### src/rtl/mem_access_ctrl_if.sv
// Host request/response and 8x8 bit-cell array bus of mem_access_ctrl.
// Handshake: a request is taken at a rising edge where ready=1 and req=1; done pulses for one cycle when it completes.
interface mem_access_ctrl_if;
  logic       req;
  logic       we;
  logic [2:0] addr;
  logic [7:0] wdata;
  logic       ready;
  logic       done;
  logic [7:0] rdata;
  logic [7:0] row_sel;
  logic       rw;
  logic [7:0] din;
  logic [7:0] dout;

  modport slave (
    input  req, we, addr, wdata, dout,
    output ready, done, rdata, row_sel, rw, din
  );

  modport master (
    output req, we, addr, wdata, dout,
    input  ready, done, rdata, row_sel, rw, din
  );
endinterface

### src/rtl/mem_access_ctrl.sv
// Single-access controller for an 8x8 bit-cell array: one host read or write at a time,
// with a fixed row-select hold per operation and a one-cycle done pulse.
module mem_access_ctrl #(
  parameter int unsigned WR_HOLD   = 2,
  parameter int unsigned RD_SETTLE = 1
) (
  input  logic                 clk,
  input  logic                 rst,
  mem_access_ctrl_if.slave     bus,
  output logic [1:0]           state_dbg
);

  typedef enum logic [1:0] {
    IDLE  = 2'd0,
    WRITE = 2'd1,
    READ  = 2'd2,
    DONE  = 2'd3
  } state_t;

  localparam logic [3:0] WR_LOAD = 4'(WR_HOLD - 1);
  localparam logic [3:0] RD_LOAD = 4'(RD_SETTLE - 1);

  state_t     state;
  state_t     state_nxt;
  logic [3:0] cnt;
  logic [3:0] cnt_nxt;
  logic [2:0] row;
  logic [7:0] din_q;
  logic [7:0] rdata_q;
  logic       ready;
  logic       accept;
  logic       read_last;

  // ready is gated by rst so the host never sees an idle controller while reset is held
  assign ready     = (state == IDLE) && !rst;
  assign accept    = ready && bus.req;
  assign read_last = (state == READ) && (cnt == 4'd0);

  always_ff @(posedge clk or posedge rst) begin
    if (rst) begin
      state   <= IDLE;
      cnt     <= 4'd0;
      row     <= 3'd0;
      din_q   <= 8'd0;
      rdata_q <= 8'd0;
    end else begin
      state <= state_nxt;
      cnt   <= cnt_nxt;
      if (accept) begin
        row <= bus.addr;
        if (bus.we) din_q <= bus.wdata;
      end
      if (read_last) rdata_q <= bus.dout;
    end
  end

  // cnt counts down the remaining cycles of WRITE/READ; zero means this is the last one
  always_comb begin
    state_nxt = state;
    cnt_nxt   = cnt;
    case (state)
      IDLE: begin
        cnt_nxt = 4'd0;
        if (accept) begin
          if (bus.we) begin
            state_nxt = WRITE;
            cnt_nxt   = WR_LOAD;
          end else begin
            state_nxt = READ;
            cnt_nxt   = RD_LOAD;
          end
        end
      end
      WRITE, READ: begin
        if (cnt == 4'd0) state_nxt = DONE;
        else             cnt_nxt   = cnt - 4'd1;
      end
      DONE: begin
        state_nxt = IDLE;
        cnt_nxt   = 4'd0;
      end
      default: begin
        state_nxt = IDLE;
        cnt_nxt   = 4'd0;
      end
    endcase
  end

  // rw and row_sel both derive from state, so rw only moves on edges where row_sel is zero before or after
  assign bus.ready   = ready;
  assign bus.done    = (state == DONE);
  assign bus.row_sel = ((state == WRITE) || (state == READ)) ? (8'd1 << row) : 8'd0;
  assign bus.rw      = (state == WRITE);
  assign bus.din     = din_q;
  assign bus.rdata   = rdata_q;
  assign state_dbg   = state;

endmodule

### src/flat_wrapper.sv
// flat-port wrapper written by rule: the top's interface ports become plain ports
module mem_access_ctrl_flat 
#(
  parameter int unsigned WR_HOLD   = 2,
  parameter int unsigned RD_SETTLE = 1
)
  (clk, rst, state_dbg, bus_req, bus_we, bus_addr, bus_wdata, bus_dout, bus_ready, bus_done, bus_rdata, bus_row_sel, bus_rw, bus_din);
  mem_access_ctrl_if bus_i ();
  input  logic clk;
  input  logic rst;
  output logic [1:0] state_dbg;
  input wire logic [$bits(bus_i.req)-1:0] bus_req;
  input wire logic [$bits(bus_i.we)-1:0] bus_we;
  input wire logic [$bits(bus_i.addr)-1:0] bus_addr;
  input wire logic [$bits(bus_i.wdata)-1:0] bus_wdata;
  input wire logic [$bits(bus_i.dout)-1:0] bus_dout;
  output wire logic [$bits(bus_i.ready)-1:0] bus_ready;
  output wire logic [$bits(bus_i.done)-1:0] bus_done;
  output wire logic [$bits(bus_i.rdata)-1:0] bus_rdata;
  output wire logic [$bits(bus_i.row_sel)-1:0] bus_row_sel;
  output wire logic [$bits(bus_i.rw)-1:0] bus_rw;
  output wire logic [$bits(bus_i.din)-1:0] bus_din;
  assign bus_i.req = bus_req;
  assign bus_i.we = bus_we;
  assign bus_i.addr = bus_addr;
  assign bus_i.wdata = bus_wdata;
  assign bus_i.dout = bus_dout;
  assign bus_ready = bus_i.ready;
  assign bus_done = bus_i.done;
  assign bus_rdata = bus_i.rdata;
  assign bus_row_sel = bus_i.row_sel;
  assign bus_rw = bus_i.rw;
  assign bus_din = bus_i.din;
  mem_access_ctrl #(.WR_HOLD(WR_HOLD), .RD_SETTLE(RD_SETTLE)) u_core (.clk(clk), .rst(rst), .bus(bus_i), .state_dbg(state_dbg));
endmodule
### config.mk
export PLATFORM = sky130hd
export DESIGN_NAME = mem_access_ctrl_flat
export DESIGN_NICKNAME = d
export VERILOG_FILES = /design/src/rtl/mem_access_ctrl_if.sv /design/src/rtl/mem_access_ctrl.sv /design/src/flat_wrapper.sv
export SDC_FILE = /design/constraint.sdc
export NUM_CORES = 1
export LEC_CHECK = 0
export CORE_ASPECT_RATIO = 0.5
export CORE_MARGIN = 4
export CORE_UTILIZATION = 42
export DETAILED_ROUTE_END_ITERATION = 12
export PLACE_DENSITY = 0.78
export RECOVER_POWER = 25
export SLEW_MARGIN = 20
export SYNTH_ARGS = -nofsm -noshare
export SYNTH_HDL_FRONTEND = slang
export SYNTH_SLANG_ARGS = --single-unit
### constraint.sdc
create_clock -name clk -period 2.4 [get_ports clk]
set_clock_uncertainty 0.15 [all_clocks]
set_input_delay 0.36 -clock clk [delete_from_list [all_inputs] [get_ports clk]]
set_output_delay 0.36 -clock clk [all_outputs]
set_load 0.02 [all_outputs]
# Word level (Yosys, flattened, before mapping)
# Cells that the tools add are included.
[word_totals]
output_inout_bits = 29
regBits = 25
inputBits = 23
wordCells = 32
[classes]
n_reduce_logical = 10
n_mux = 9
addsub = 1
n_eq_ne = 6
shift = 1
[ops]
columns = ["operator", "count"]
rows = [
  ["$pmux W4 S3", 1],
  ["$mux W4", 2],
  ["$mux W8", 1],
  ["$shl A1 B3 Y8 const A", 1],
  ["$mux W2", 3],
  ["$pmux W2 S3", 1],
  ["$eq A2 B2 Y1 const B", 2],
  ["$logic_not A4 Y1", 1],
  ["$ne A2 B1 Y1 const B", 2],
  ["$reduce_and A2 Y1", 2],
  ["$sub A4 B1 Y4 const B", 1],
  ["$logic_and A1 B1 Y1", 3],
  ["$eq A2 B1 Y1 const B", 1],
  ["$logic_not A2 Y1", 1],
  ["$ne A2 B2 Y1 const B", 1],
  ["$reduce_or A2 Y1", 1],
  ["$logic_not A1 Y1", 1],
  ["$logic_or A1 B1 Y1", 1],
  ["$mux W1", 1],
]

# Logic depth before layout (Yosys ltp)
# Gate-level depths: netlist of the first run.
[logic_depth]
depth_word = 5
mapped_depth = 6
mapped_depth_nobuf = 5

# Least setup slack after synthesis of the first run
# No wires, ideal clock.
[synth_path]
path_type = "register to output"
start = "reg u_core.state[0], in the netlist u_core.state_dbg[0]"
end = "out bus_row_sel[0]"
t_required_ps = 1890
path_buffers = 0
path_stages_with_launch = 5
t_arrival_ps = 1560
slack_ps = 330
cell_sequence = "dfrtp_1 -> inv_1 -> ha_1 -> nand2b_1 -> nor3_1"
[synth_via]
elab_chain_cells = 3
word_cells_on_any_way = 4
classes_between = "2 x eq/ne; 1 x mux; 1 x reduce/logical"
[synth_rtl]
columns = ["item", "line_no", "text"]
rows = [
  ["from (decl)", "mem_access_ctrl.sv:23", "state_t state;"],
  ["from (signal assigned)", "mem_access_ctrl.sv:47", "state <= state_nxt;"],
  ["$eq A2 B1 Y1 or $eq A2 B2 Y1 (tied branches)", "mem_access_ctrl.sv:92", "assign bus.row_sel = ((state == WRITE) || (state == READ)) ? (8'd1 << row) : 8'd0;"],
  ["$logic_or A1 B1 Y1 *", "mem_access_ctrl.sv:92", ""],
  ["$mux W8 *", "mem_access_ctrl.sv:92", ""],
  ["to (decl)", "flat_wrapper.sv:20", "output wire logic [$bits(bus_i.row_sel)-1:0] bus_row_sel;"],
]
# Mark *: on every way between the ends. The rest lies on a longest branch, timed or not.

# Final worst setup path of the first run
[layout_path]
start = "reg u_core.state[0], in the netlist u_core.state_dbg[0]"
end = "out bus_row_sel[7]"
# The elaborated chain is that of the path after synthesis.

==> results.json, run 1 <==
{
  "outcome": "completed",
  "initialDrtViolationCount": 28,
  "route.detailed.drc": 0,
  "via_per_inst": 4.92,
  "post-cts-setup-buffers": 0,
  "place_area_um2": 1840,
  "drt-pass1-iter-count": 4,
  "cts.path.max_buffers": 2,
  "tightest_slew_ns": 1.11,
  "timing.fmax_mhz": 438,
  "root_buffer": "clkbuf_8",
  "grt_util_all_layers_pct": 16.5,
  "setup_viol": 0,
  "reg2reg_slack_ns": 0.44,
  "hold_buffers": 0,
  "die_w_um": 86.3,
  "syn2layout_area_growth_pct": 45.9,
  "ys_seq_area_share_pct": 48.6,
  "r2r-end": "u_core.bus.rdata[6]",
  "initial_core_util_pct": 46.8,
  "synth_top_family_by_area": "multiplexers",
  "vias": 950,
  "synth_cell_types": 31,
  "dieArea_um2": 4070,
  "drv_cap": 0,
  "htreeDepth": 1,
  "end_kind": "output pin",
  "synth_area_per_cell_um2": 12.9,
  "wirelength_mm": 3.04,
  "synthMuxAreaShare_pct": 19.7,
  "grt_antenna_before_repair": 0,
  "grt_max_degree": 22,
  "synthXorXnorAreaFrac_pct": 0.680,
  "netlist_instances": 100,
  "min_path_cells": 1,
  "antenna_left": 0,
  "hold_path.class": "flip-flop to flip-flop",
  "r2r_start": "u_core.cnt[0]",
  "r2r_cells": 5,
  "max-slew-margin-rel_pct": 26.0,
  "dp_hpwl_mm": 2.33,
  "core_area_um2": 2750,
  "synthAdderAreaFrac_pct": 6.80,
  "wl_per_cell_um": 15.8,
  "syn_nets": 130,
  "path_max_fanout": 5,
  "synth_top_cell_by_area": "dfrtp_1",
  "gp_congestion": 0.830,
  "clock_latency_ns": 0.27,
  "yosys_register_bits": 25,
  "numCtsBuffers": 3,
  "p_leak_nw": 0.862,
  "num_antenna_cells": 0,
  "synth_top_area_share_pct": 48.6,
  "rsz0062_at_grt": "false",
  "hp-start": "u_core.bus.din[3]",
  "yosysWarningCount": 0,
  "arrival_ns": 1.78,
  "overflow": 0,
  "yosys.area_share.simple_pct": 14.7,
  "powerDensity_nw_per_um2": 1420,
  "cts_tree": "done",
  "grt_first_pass_wirelength_mm": 4.99,
  "clk_pin_slew_worst_paths_ns": 0.09,
  "die_h_um": 47.2,
  "timing.final.crit_period_ns": 2.29,
  "peakVddDrop_mv": 0.667,
  "final_nets": 187,
  "critPathKind": "flip-flop to output pin",
  "holdPathEnd": "u_core.bus.din[3]",
  "fin_area_um2": 1880,
  "synthTopCellsByArea": "dfrtp_1 49%, mux2_2 9.6%, mux2_4 9.3%",
  "synth_area_um2": 1290,
  "worstPathRequired_ns": 1.89,
  "hold_viol_final": 0,
  "synth_compound_area_share_pct": 5.83,
  "rows": 13,
  "slew_viol_final": 0,
  "fin_crit_sh_pct": 95.2,
  "cts_num_sinks": 25,
  "drive_gt1_share_pct": 18.6,
  "grt_pass1_vias": 989,
  "crit_path_start_kind": "flip-flop",
  "setup_tns_ns": 0,
  "ioPinCount": 52,
  "port_buffers": 51
}
==> worst max path at each step <==
stage                         from        endpoint  slack [ns]
2_1_floorplan  u_core.state_dbg[0]  bus_row_sel[0]        0.33
3_5_place_dp   u_core.state_dbg[0]  bus_row_sel[7]        0.13
5_1_grt        u_core.state_dbg[0]  bus_row_sel[7]       0.008
3_3_place_gp   u_core.state_dbg[0]  bus_row_sel[0]        0.23
4_1_cts        u_core.state_dbg[0]  bus_row_sel[7]        0.10
6_report       u_core.state_dbg[0]  bus_row_sel[7]        0.11
==> repair_timing <==
item	4_1_cts	5_1_grt
resized for setup	8	1
pin swaps	0	0
gates cloned	0	0
endpoints found under the hold margin	0	0
setup endpoints to repair	8	1
==> where the power goes <==
part           total [mW]  internal, mW  switching, mW
registers           0.782         0.629          0.153
logic                1.63         0.848          0.780
clock network       0.256         0.118          0.139
==> sequential cells by signal, indices dropped and copies added (netlist names) <==
| register | count |
|---|---|
| u_core.bus.din | 8 |
| u_core.bus.rdata | 8 |
| u_core.cnt | 4 |
| u_core.row | 3 |
| u_core.state_dbg | 2 |
==> layout make-up <==
type / instances / area, um2
clock buffer: 3 / 41.3
clock inverter: 1 / 7.51
fill: 200 / 871
inverter: 6 / 22.5
multi-input combinational: 67 / 614
sequential: 25 / 626
tap: 37 / 46.3
timing repair buffer: 54 / 520
==> cell families after synthesis <==
group	count (synthesis)
simple gates	30
compound gates	9
flops	25
buf+inv	8
mux	20
fa+ha+maj	7
xor+xnor	1
==> metal layers <==
metal  GRT usage [%]  vias to the layer above  routed length (um)
met1            21.2                      455                1380
met5               0                        -                   0
met2            28.9                       32                1480
met3            4.03                        2                 170
met4            4.66                        0                  17
li1                -                      461                   -
==> stage by stage <==
stage                     cells  total power [mW]  setup WS, ns  hold slack (ns)  util (%)
after floorplan             100              1.82         0.330            0.237         -
after global placement      189              2.41         0.231            0.337      67.0
after detailed placement    189              2.44         0.134            0.346      67.0
after CTS                   193              2.69         0.103            0.246      68.4
after global routing        193              2.83       0.00836            0.380      68.3
final                       193              2.67         0.115            0.363      68.3
==> critical path: stages, from the launching register on <==
cell           delay, ns
dfrtp_1             0.43
inv_1               0.11
ha_1                0.33
nand2_1             0.11
nor2_1              0.15
dlygate4sd2_1       0.37
==> cells in the final DEF, fill, tap and decap left out, types with 2 or more instances in the layout <==
master | netlist | final
ha_1 | 7 | 7
nor3_1 | 3 | 3
nor2_1 | 8 | 8
buf_4 | 0 | 2
inv_1 | 6 | 6
nand2_1 | 5 | 5
clkbuf_8 | 0 | 3
mux2_4 | 8 | 8
nor2b_1 | 2 | 2
nand2b_1 | 4 | 4
dfrtp_1 | 25 | 25
dlygate4sd2_1 | 0 | 7
mux2_2 | 11 | 11
clkdlybuf4s50_1 | 0 | 42
==> Yosys cell counts <==
cell type / count
dfrtp_1: 25
mux2_2: 11
mux2_4: 8
nor2_1: 8
ha_1: 7
inv_1: 6
nand2_1: 5
nand2b_1: 4
nor3_1: 3
nor2b_1: 2
a2111o_1: 1
a21oi_1: 1
a22o_1: 1
a22oi_1: 1
a2bb2oi_1: 1
a32oi_1: 1
and2_4: 1
and3b_1: 1
buf_12: 1
buf_2: 1
mux2i_1: 1
nand3_1: 1
nand4b_4: 1
nor3b_4: 1
nor4_1: 1
o221ai_1: 1
o22ai_1: 1
o2bb2a_1: 1
or3_2: 1
or3b_1: 1
xnor2_1: 1
Power figures use the tool's default switching activity.
==> run 2, diff against run 1 <==
--- a/config.mk
+++ b/config.mk
@@ -8,6 +8,7 @@
 export CORE_ASPECT_RATIO = 0.5
 export CORE_MARGIN = 4
 export CORE_UTILIZATION = 42
+export CTS_CLUSTER_SIZE = 40
 export DETAILED_ROUTE_END_ITERATION = 12
 export PLACE_DENSITY = 0.78
 export RECOVER_POWER = 25
==> constraint.sdc (replaced) <==
create_clock -name clk -period 2.4 [get_ports clk]
set_clock_uncertainty 0.15 [all_clocks]
set_input_delay 0.24 -clock clk [delete_from_list [all_inputs] [get_ports clk]]
set_output_delay 0.24 -clock clk [all_outputs]
set_load 0.02 [all_outputs]
==> run 2 against run 1 <==
Routed wire length is 8.0% lower. Critical endpoint is now bus_ready. Clock-buffer cell count did not move. Critical path depth fell by 1. Highest routed layer unchanged. First-iteration DRC count rose by 32%. Sequential power barely moved.
==> results.json, run 2 (synthesized netlist as in run 1, its figures left out) <==
{
  "initialDrtViolationCount": 37,
  "multi_input_comb_area_um2": 617,
  "final_nets": 186,
  "fin_ws_ns": 0.166,
  "wl_per_cell_um": 14.6,
  "outcome": "completed",
  "initial_core_util_pct": 46.8,
  "vias": 936,
  "rows": 13,
  "dieArea_um2": 4070,
  "final_common_cell": "clkdlybuf4s50_1",
  "cts_tree": "done",
  "die_w_um": 86.3,
  "tightest_slew_ns": 0.441,
  "cts_num_sinks": 25,
  "crit_path_start": "u_core.state_dbg[1]",
  "powerDensity_nw_per_um2": 1400,
  "num_antenna_cells": 0,
  "setup_tns_ns": 0,
  "peakVddDrop_mv": 0.819,
  "clk_pin_slew_worst_paths_ns": 0.09,
  "drt-pass1-iter-count": 4,
  "grt_first_pass_wirelength_mm": 4.82,
  "hold_path.class": "input port to asynchronous set/reset pin",
  "ioPinCount": 52,
  "p_leak_nw": 0.854,
  "power_mw": 2.62,
  "grt_pass1_vias": 1000,
  "end_kind": "output pin",
  "fin_crit_sh_pct": 93.1,
  "arrival_ns": 1.84,
  "swShare_pct": 40.0,
  "clockPowerShare_pct": 9.5,
  "switchingPower_mw": 1.05,
  "path_max_fanout": 5,
  "cts.path.max_buffers": 2,
  "rsz0062_at_grt": "false",
  "hold_viol_final": 0,
  "post-route-util_pct": 68.0,
  "post-place-ws_ns": 0.156,
  "timing.fmax_mhz": 448,
  "core_area_um2": 2750,
  "fill_cells": 212,
  "wirelength_mm": 2.80,
  "die_h_um": 47.2,
  "timing.final.crit_period_ns": 2.23,
  "grt_antenna_before_repair": 0,
  "antenna_left": 0,
  "r2r_start": "u_core.cnt[0]",
  "grt_util_all_layers_pct": 15.6,
  "via_per_inst": 4.88,
  "seq_power_share_pct": 29.8,
  "numCtsBuffers": 3,
  "max-slew-margin-rel_pct": 70.6,
  "dp_hpwl_mm": 2.30,
  "drv_cap": 0,
  "critPathKind": "flip-flop to output pin",
  "combinationalPowerShare_pct": 60.7,
  "root_buffer": "clkbuf_8",
  "seq_area_um2": 626,
  "setup_viol": 0,
  "htreeDepth": 1,
  "crit_path_start_kind": "flip-flop",
  "power.internal_mw": 1.57,
  "slew_viol_final": 0,
  "worstPathRequired_ns": 2.01,
  "hold_buffers": 0,
  "overflow": 0,
  "syn2layout_area_growth_pct": 45.1,
  "route.detailed.drc": 0,
  "hold_ws_ns": 0.314,
  "post-cts-setup-buffers": 0,
  "gp_congestion": 0.806,
  "mostFrequentLayoutCells": "42 x clkdlybuf4s50_1, 25 x dfrtp_1, 11 x mux2_2",
  "port_buffers": 51,
  "clock_latency_ns": 0.26,
  "grt_max_degree": 16,
  "drive_gt1_share_pct": 18.1
}
-- run 2: changes by cell type in the layout (fill, tap and decap cells not counted) --
cell	delta
buf_4	-2
clkdlybuf4s15_1	-1
clkbuf_1	+1
dlygate4sd2_1	+1
ha_2	+1
ha_1	-1
-- run 2: final timing paths --
path                                             to  slack, ns  depth (start not counted)
worst max-delay path                      bus_ready       0.17                          4
worst min-delay path              u_core.bus.din[4]       0.31                          2
worst max register to register  u_core.bus.rdata[2]       0.48                          5
worst min register to register    u_core.bus.din[1]       0.36                          1
max in group asynchronous       u_core.bus.rdata[3]       1.09                          3
min in group clk                  u_core.bus.din[1]       0.36                          1
-- run 2: power by group through the flow --
stage / Combinational (mW) / Clock, mW / Sequential, mW
final: 1.59 / 0.249 / 0.781
after floorplan: 0.860 / 0 / 0.955
after global placement: 1.61 / 0 / 0.772
after global routing: 1.72 / 0.276 / 0.814
after CTS: 1.60 / 0.255 / 0.781
after detailed placement: 1.63 / 0 / 0.786
-- run 2: layout make-up --
class | count | share of cell area [%]
clock buffers | 3 | 2.21
clock inverters | 1 | 0.402
inverters | 6 | 1.21
multi-input cells | 67 | 33.0
flip-flops and latches | 25 | 33.5
well taps | 37 | 2.48
repair buffers | 53 | 27.2
-- run 2: metrics by stage --
| step | std cells | area (um2) |
|---|---|---|
| final | 192 | 1870 |
| after global routing | 192 | 1870 |
| after CTS | 192 | 1870 |
| after detailed placement | 188 | 1830 |
| after global placement | 188 | 1830 |
| after floorplan | 100 | 1290 |
-- run 2: worst max-delay path, cell delays in order, from the launching register on --
cell and delay [ns]:
dfrtp_1 0.44, inv_1 0.13, ha_2 0.26, nor2b_1 0.14
clkdlybuf4s50_1 0.61
-- run 2: timing repair --
item | 4_1_cts | 5_1_grt
endpoints found under the hold margin | 0 | 0
gates resized for setup | 8 | 1
setup endpoints to repair | 8 | 1
-- run 2: routing by layer --
metal  share of wire (%)  vias to the layer above  routed length [um]  GRT usage [%]
met5                   0                        -                   0              0
met4                0.43                        0                  12           2.80
met3                 6.5                        2                 181           4.55
met2                  49                       28                1360           28.9
met1                  45                      444                1250           18.9
li1                    -                      462                   -              -
==> run 3, diff against run 2 <==
--- a/config.mk
+++ b/config.mk
@@ -5,7 +5,7 @@
 export SDC_FILE = /design/constraint.sdc
 export NUM_CORES = 1
 export LEC_CHECK = 0
-export CORE_ASPECT_RATIO = 0.5
+export CORE_ASPECT_RATIO = 1.5
 export CORE_MARGIN = 4
 export CORE_UTILIZATION = 42
 export CTS_CLUSTER_SIZE = 40
@@ -16,3 +16,4 @@
 export SYNTH_ARGS = -nofsm -noshare
 export SYNTH_HDL_FRONTEND = slang
 export SYNTH_SLANG_ARGS = --single-unit
+export TNS_END_PERCENT = 100
==> run 3 against run 2 <==
Final cell count is 0.52% higher. Maximum frequency fell by 0.31%. Routed wire length increased by 2.2%. Flip-flop and latch count stayed put. Clock-buffer cell count stayed put. Critical path depth unchanged. Via count rose by 4.3%. Sequential power fell by 0.8%. Clock power increased by 4%. First-iteration DRC count shrank 35%. Largest power group unchanged.
==> results.json, run 3 (synthesized netlist as in run 1, its figures left out) <==
{
  "outcome": "completed",
  "final_common_cell": "clkdlybuf4s50_1",
  "drive_gt1_share_pct": 18.8,
  "r2r_start": "u_core.cnt[0]",
  "numCtsBuffers": 3,
  "fin_area_um2": 1860,
  "worstPathRequired_ns": 2.01,
  "path_cells": "inv_1 > ha_2 > nor2b_1 > clkdlybuf4s50_1",
  "timing.final.crit_period_ns": 2.24,
  "critPathKind": "flip-flop to output pin",
  "overflow": 0,
  "grt_pass1_vias": 1070,
  "hold_ws_ns": 0.179,
  "die_h_um": 75.8,
  "path_max_fanout": 5,
  "mostFrequentLayoutCells": "42 x clkdlybuf4s50_1, 25 x dfrtp_1, 11 x mux2_2, 8 x mux2_4, 8 x nor2_1",
  "post-place-ws_ns": 0.119,
  "clock_latency_ns": 0.27,
  "grt_util_all_layers_pct": 16.1,
  "crit_cells": 4,
  "rows": 24,
  "initialDrtViolationCount": 24,
  "htreeDepth": 1,
  "syn2layout_area_growth_pct": 44.7,
  "dieArea_um2": 4030,
  "slew_viol_final": 0,
  "hold_buffers": 0,
  "powerDensity_nw_per_um2": 1410,
  "port_buffers": 51,
  "fin_crit_sh_pct": 93.4,
  "max-slew-margin-rel_pct": 17.6,
  "hold_path.class": "input port to asynchronous set/reset pin",
  "cts_tree": "done",
  "place_area_um2": 1830,
  "route.detailed.drc": 0,
  "wl_per_cell_um": 14.8,
  "drv_cap": 0,
  "tightest_slew_ns": 1.24,
  "cpPeakStageDelay_ns": 0.62,
  "dp_hpwl_mm": 2.25,
  "hold_viol_final": 0,
  "timing.fmax_mhz": 446,
  "grt_max_degree": 24,
  "endpoint": "bus_ready",
  "wirelength_mm": 2.86,
  "gp_congestion": 0.695,
  "core_area_um2": 2910,
  "end_kind": "output pin",
  "cts.path.max_buffers": 2,
  "antenna_left": 0,
  "arrival_ns": 1.85,
  "rsz0062_at_grt": "false",
  "post-cts-setup-buffers": 0,
  "cts_resized": 9,
  "ioPinCount": 52,
  "peakVddDrop_mv": 0.938,
  "via_per_inst": 5.06,
  "die_w_um": 53.2,
  "clk_pin_slew_worst_paths_ns": 0.09,
  "fin_ws_ns": 0.159,
  "grt_antenna_before_repair": 0,
  "crit_path_start_kind": "flip-flop",
  "setup_tns_ns": 0,
  "worst-path-buf-inv": 2,
  "reg2reg_slack_ns": 0.47,
  "vias": 976,
  "crit_family": "buffers and inverters",
  "setup_viol": 0,
  "cts_num_sinks": 25,
  "final_nets": 185,
  "post-route-util_pct": 64.0,
  "initial_core_util_pct": 44.2,
  "p_leak_nw": 0.850,
  "slowest_stage": "clkdlybuf4s50_1",
  "fill_cells": 244,
  "crit_path_start": "u_core.state_dbg[1]",
  "root_buffer": "clkbuf_8",
  "drt-pass1-iter-count": 4,
  "r2r_cells": 5,
  "r2r-end": "u_core.bus.rdata[1]",
  "num_antenna_cells": 0,
  "grt_first_pass_wirelength_mm": 4.84
}
run 3: through the flow:
stage / total power [mW] / cells
final: 2.63 / 193
after floorplan: 1.82 / 100
after CTS: 2.67 / 193
after detailed placement: 2.41 / 189
after global routing: 2.82 / 193
after global placement: 2.36 / 189
run 3: worst register-to-register path, cell delays in order (launching register included):
cell	delay, ns
dfrtp_1	0.41
inv_1	0.11
ha_1	0.19
nor3b_4	0.34
and2_4	0.30
mux2_4	0.32
run 3: per-layer routing:
| metal | track usage (%) | vias up | wire [um] |
|---|---|---|---|
| met5 | 0 | - | 0 |
| met4 | 6.82 | 0 | 51 |
| met3 | 3.33 | 5 | 203 |
| met2 | 29.1 | 41 | 1460 |
| met1 | 17.9 | 471 | 1150 |
| li1 | - | 459 | - |
run 3: layout make-up:
class	instances	area (um2)	share of cell area (%)
multi-input combinational	67	617	33.1
timing repair buffer	52	500	26.9
tap	39	48.8	2.62
sequential	25	626	33.6
inverter	6	22.5	1.21
clock buffer	3	41.3	2.22
clock inverter	1	7.51	0.403
run 3: worst min-delay path by stage:
stage                     endpoint  cells after the start  slack, ns
3_3_place_gp     u_core.bus.din[6]                      1       0.34
5_1_grt        u_core.state_dbg[1]                      2       0.19
4_1_cts        u_core.state_dbg[0]                      2       0.06
3_5_place_dp   u_core.bus.rdata[7]                      1       0.34
2_1_floorplan    u_core.bus.din[0]                      1       0.12
6_report       u_core.state_dbg[0]                      2       0.18
run 3: power breakdown:
part / switching, mW / leakage (nW) / internal (mW)
logic: 0.771 / 0.524 / 0.824
clock network: 0.142 / 0.0217 / 0.118
registers: 0.146 / 0.305 / 0.628
